==> config.mk <==
export PLATFORM = sky130hd
export DESIGN_NAME = alu_uart_interface
export DESIGN_NICKNAME = d
export VERILOG_FILES = /design/src/rtl/alu_uart_interface.sv
export SDC_FILE = /design/constraint.sdc
export NUM_CORES = 1
export LEC_CHECK = 0
export BUFFER_PORTS_ARGS = -buffer_cell sky130_fd_sc_hd__buf_2
export CELL_PAD_IN_SITES_DETAIL_PLACEMENT = 1
export CELL_PAD_IN_SITES_GLOBAL_PLACEMENT = 2
export CORE_ASPECT_RATIO = 1.4
export CORE_MARGIN = 2
export CORE_UTILIZATION = 33
export CTS_BUF_LIST = sky130_fd_sc_hd__clkbuf_8 sky130_fd_sc_hd__clkbuf_16
export DETAILED_ROUTE_END_ITERATION = 8
export GPL_TIMING_DRIVEN = 1
export PLACE_DENSITY_LB_ADDON = 0.1
export SLEW_MARGIN = 20
export SYNTH_ARGS = -nofsm -noshare
export SYNTH_HDL_FRONTEND = slang
export SYNTH_SLANG_ARGS = --single-unit
==> constraint.sdc <==
create_clock -name i_clk -period 2.5 [get_ports i_clk]
set_clock_uncertainty 0.2 [all_clocks]
set_input_delay 0.25 -clock i_clk [delete_from_list [all_inputs] [get_ports i_clk]]
set_output_delay 0.25 -clock i_clk [all_outputs]
set_load 0.01 [all_outputs]
==> src/rtl/alu_uart_interface.sv <==
// rtl/alu_uart_interface.sv - UART byte sequencer feeding an ALU (A, B, op) and returning its result
// Optional ALU_IF_FLAGS_BYTE_EN: transmit a second byte {overflow, zero} after the result.
module alu_uart_interface #(
    parameter int NB_DATA = 8,
    parameter int NB_OP   = 6
) (
    input  logic               i_clk,
    input  logic               i_rst_n,
    input  logic [NB_DATA-1:0] i_rx_data,
    input  logic               i_rx_done,
    input  logic [NB_DATA-1:0] i_alu_result,
    input  logic               i_alu_overflow,
    input  logic               i_alu_zero,
    output logic [NB_DATA-1:0] o_data_a,
    output logic [NB_DATA-1:0] o_data_b,
    output logic [NB_OP-1:0]   o_op_code,
    output logic [NB_DATA-1:0] o_tx_data,
    output logic               o_tx_start,
    input  logic               i_tx_done,
    output logic               o_busy
);

`ifdef ALU_IF_FLAGS_BYTE_EN
    typedef enum logic [2:0] {
        WAIT_A, WAIT_B, WAIT_OP, SEND_RES, WAIT_RES, SEND_FLG, WAIT_FLG
    } state_t;
`else
    typedef enum logic [2:0] {
        WAIT_A, WAIT_B, WAIT_OP, SEND_RES, WAIT_RES
    } state_t;
`endif

    state_t             r_state;
    state_t             w_next_state;
    logic [NB_DATA-1:0] r_data_a;
    logic [NB_DATA-1:0] r_data_b;
    logic [NB_OP-1:0]   r_op_code;
    logic [NB_DATA-1:0] r_tx_data;
    logic               r_tx_start;

`ifdef ALU_IF_FLAGS_BYTE_EN
    logic [1:0]         r_flags;
`else
    logic               w_unused_flags;
    assign w_unused_flags = i_alu_overflow ^ i_alu_zero;
`endif

    always_ff @(posedge i_clk or negedge i_rst_n) begin
        if (!i_rst_n) begin
            r_state <= WAIT_A;
        end else begin
            r_state <= w_next_state;
        end
    end

    // tx_done takes priority simply because rx_done is not looked at in the wait-for-tx states
    always_comb begin
        w_next_state = r_state;
        case (r_state)
            WAIT_A:   if (i_rx_done) w_next_state = WAIT_B;
            WAIT_B:   if (i_rx_done) w_next_state = WAIT_OP;
            WAIT_OP:  if (i_rx_done) w_next_state = SEND_RES;
            SEND_RES: w_next_state = WAIT_RES;
`ifdef ALU_IF_FLAGS_BYTE_EN
            WAIT_RES: if (i_tx_done) w_next_state = SEND_FLG;
            SEND_FLG: w_next_state = WAIT_FLG;
            WAIT_FLG: if (i_tx_done) w_next_state = WAIT_A;
`else
            WAIT_RES: if (i_tx_done) w_next_state = WAIT_A;
`endif
            default:  w_next_state = WAIT_A;
        endcase
    end

    always_ff @(posedge i_clk or negedge i_rst_n) begin
        if (!i_rst_n) begin
            r_data_a   <= '0;
            r_data_b   <= '0;
            r_op_code  <= '0;
            r_tx_data  <= '0;
            r_tx_start <= 1'b0;
`ifdef ALU_IF_FLAGS_BYTE_EN
            r_flags    <= 2'b00;
`endif
        end else begin
            r_tx_start <= 1'b0;
            case (r_state)
                WAIT_A:  if (i_rx_done) r_data_a <= i_rx_data;
                WAIT_B:  if (i_rx_done) r_data_b <= i_rx_data;
                WAIT_OP: if (i_rx_done) r_op_code <= i_rx_data[NB_OP-1:0];
                SEND_RES: begin
                    r_tx_data  <= i_alu_result;
                    r_tx_start <= 1'b1;
`ifdef ALU_IF_FLAGS_BYTE_EN
                    r_flags    <= {i_alu_overflow, i_alu_zero};
`endif
                end
`ifdef ALU_IF_FLAGS_BYTE_EN
                SEND_FLG: begin
                    r_tx_data  <= {{(NB_DATA-2){1'b0}}, r_flags};
                    r_tx_start <= 1'b1;
                end
`endif
                default: ;
            endcase
        end
    end

    assign o_data_a   = r_data_a;
    assign o_data_b   = r_data_b;
    assign o_op_code  = r_op_code;
    assign o_tx_data  = r_tx_data;
    assign o_tx_start = r_tx_start;
    assign o_busy     = !(r_state == WAIT_A || r_state == WAIT_B || r_state == WAIT_OP);

endmodule
Word-level counts from Yosys, hierarchy flattened --
Index checks and enable logic that the tools add are counted.
Storage, ports and cells: register bits 34, bits of input ports 22, output and inout bits 32, word-level logic and storage cells 28
Cells by class: equality and inequality tests 8, multiplexer cells 6, reductions and logical operators 8
Operators with widths (number):
- $pmux 3 s5 | 1
- $mux 3 | 4
- $ne 2x2->1 const B | 4
- $eq 3x2->1 const B | 2
- $reduce_and 2->1 | 3
- $reduce_and 4->1 | 1
- $eq 3x1->1 const B | 1
- $eq 3x3->1 const B | 1
- $logic_not 3->1 | 1
- $logic_or 1x1->1 | 2
- $logic_not 1->1 | 1
- $mux 1 | 1

Logic depth before layout (Yosys ltp) --
depth after elaboration 4, depth in mapped cells 4, mapped depth without buffers 2

Worst setup path before layout --
Ideal clock, no wire load.
kind flip-flop to flip-flop, start point reg r_state[0], end point reg r_data_a[0], in the netlist o_data_a[0], arrival time 1317 ps, slack 858 ps, stages on the path, launching flop included 4, buffers on the path 1, cell sequence dfrtp_1 -> buf_6 -> nor4b_4 -> mux2_2
On the way: cells in the longest elaborated chain, start to end 2
RTL lines:
- start: declaration | RTL line 33 | state_t r_state;
- start signal: assignment | RTL line 52 | r_state <= w_next_state;
- $logic_not 3->1 | RTL line 87 | case (r_state)
- $reduce_and 2->1 (no source line)
- end signal: assignment | RTL line 88 | WAIT_A: if (i_rx_done) r_data_a <= i_rx_data;
- end: declaration | RTL line 35 | logic [NB_DATA-1:0] r_data_a;
Every way passes these cells. A chain may end at the register's enable or synchronous reset.

Worst setup path in the final report --
start point reg r_state[0], end point reg r_data_a[1], in the netlist o_data_a[1]
Same word-level chain as after synthesis.

==> flow_summary.ini <==
[yosys]
yosys_warnings = 0
synth_adder_area_share_pct = 0
synth_most_common_cell = dfrtp_1
synth_area_leader_cell = dfrtp_1
yosys_most_used_dff = dfrtp_1
synth-compound-area-share_pct = 1.31
muxShareOfSynthArea_pct = 25.3
synth_area_per_cell_sq_um = 16.1
synth_nets = 105
synth_area_sq_um = 1340
ys_seq_area_share_pct = 63.6
synth_top_area_share_pct = 63.6
synth.area.top_cells = dfrtp_1, mux2_2, nor4b_4, buf_2, nand3b_1
synth.cells.most_frequent = dfrtp_1, mux2_2, buf_2
synthSimpleGateAreaFrac_pct = 7.20
synth_top_family_by_area = multiplexers
async_flop_share_pct = 100
synth-edff-count = 0
ys_types = 16
synth_xor_area_share_pct = 0
syn_inst = 83
ys_seq_elements = 34

[final_layout]
syn_to_final_growth_pct = 38.8
fin_cells = 190
fill_cells = 432
nets = 168
antenna_cells = 0
final_area_sq_um = 1860
drive_above_1_share_pct = 64.6

[min_path]
hold_class = primary input to flip-flop

[place]
io_buffers = 51
place_congestion = 0.665
postPlaceCellArea_sq_um = 1630
place_inst = 173
hpwlAfterDp_um = 2050

[global_route]
grt_usage_pct = 15.0
grt_pass1_wl_um = 5050
grt_overflow = 0
grt_pass1_vias = 987
antenna_found_initial = 0
grt_max_degree = 35

[floorplanning]
start_util_pct = 34.1
rows = 27
core-area_sq_um = 3920
die_h_um = 79.3
num_io_pins = 54
die_x_um = 57.8
die_area_sq_um = 4590

[clock_tree]
clock_sinks = 34
clock_latency_ns = 0.28
cts_root_buf = clkbuf_8
postCtsHoldBufs = 9
cts.reportedPaths.clkPinSlew_ns = 0.07
tritoncts = built
ctsHtreeMaxLevel = 2
cts_made_buffers = 5
clockBufferDepth = 2
post_cts_buffers = 0
postCtsResizedCells = 0

[drt]
wl_per_cell_um = 15.5
ant_nets = 0
via_per_inst = 4.76
drt-total-wl_um = 2950
num_vias = 905
firstDrtPassIters = 3
drc = 0
drtIter0Drc = 22

[worst_setup_path]
crit_fanout = 10
path_class = flip-flop to flip-flop
crit_arrival_ns = 1.80
cp-start-kind = flip-flop
cp_data_required_time_ns = 2.47
endpoint_kind = flip-flop

[pwr]
p_per_area_nw_per_um2 = 1350
leakagePower_nw = 0.896
ir_drop_v = 0.000705
total_power_mw = 2.51

[sta]
tightestPinTransition_ns = 0.747
post-route-min-period_ns = 1.83
hold_viol = 0
tns_ns = 0
fmax_ghz = 0.548
finalSetupViolCount = 0
final-max-slew-violation-count = 0
fin_crit_sh_pct = 73.0
rsz0062_at_grt = no
slew_headroom_pct = 50.2

[outcome]
status = complete, no violations

[job]
drv_cap = 0
where the power goes:
| group | switching (mW) | total, mW | internal, mW | leakage (nW) |
|---|---|---|---|---|
| clock | 0.210 | 0.610 | 0.400 | 0.0683 |
| sequential | 0.177 | 1.00 | 0.825 | 0.406 |
| combinational | 0.396 | 0.894 | 0.498 | 0.422 |
cells in the final DEF (no fill, tap or decap):
master	instances
buf_2	51
dfrtp_1	34
mux2_2	30
dlygate4sd3_1	9
clkbuf_8	5
nand3b_1	2
nand2b_1	2
a21oi_1	2
bufinv_16	2
inv_1	1
a21o_1	1
and4bb_2	1
nor4bb_2	1
or3b_2	1
nor4b_4	1
or4b_2	1
nand2_1	1
clkinv_4	1
buf_4	1
final cells by class:
cell class              count  area (sq um)  area share (%)
clock buffers               5          68.8            3.71
well taps                  43          53.8            2.90
clock inverters             3          68.8            3.71
multi-input cells          43           458            24.7
repair buffers             61           353            19.0
inverters                   1          3.75           0.202
flip-flops and latches     34           851            45.8
sequential cells by signal, indices dropped and copies added, names as in the netlist:
name        count
o_tx_data       8
o_op_code       6
o_data_a        8
o_tx_start      1
o_data_b        8
r_state         3
per-layer routing:
metal / GRT usage [%] / up-vias / part of all wire (%)
met5: 0 / - / 0
met4: 7.67 / 0 / 1.3
met3: 3.75 / 4 / 5.1
met2: 24.9 / 30 / 54
met1: 17.7 / 459 / 39
li1: - / 412 / -
worst max-delay path, cell delays in order (launching register included):
cell	delay [ns]
dfrtp_1	0.49
nor4b_4	0.63
mux2_2	0.40
per-stage QoR:
step	setup WS, ns	util [%]	hold slack (ns)
6_report	0.674	47.4	0.0127
5_1_grt	0.554	47.4	0.00549
4_1_cts	0.620	47.4	0.00458
3_5_place_dp	0.641	41.6	0.165
3_3_place_gp	0.633	41.6	0.151
2_1_floorplan	0.858	-	-0.246
cells by family (layout without fill, tap and decap cells):
logic type	Yosys count	after routing
muxes	30	30
and+or+nand+nor	10	10
DFF	34	34
buffers and inverters	6	70
AOI/OAI and AO/OA	3	3
final timing paths:
path,slack (ns),from,depth (start not counted),endpoint
worst max-delay path,0.67,r_state[0],2,o_data_a[1]
worst min-delay path,0.01,i_rx_data[6],2,o_data_a[6]
worst max register to register,0.67,r_state[0],2,o_data_a[1]
worst min register to register,0.30,o_data_a[2],1,o_data_a[2]
max in group asynchronous,1.25,i_rst_n,2,o_data_b[7]
min in group asynchronous,0.37,i_rst_n,2,o_tx_data[3]
Note: power is estimated with default switching activity, not from simulation.
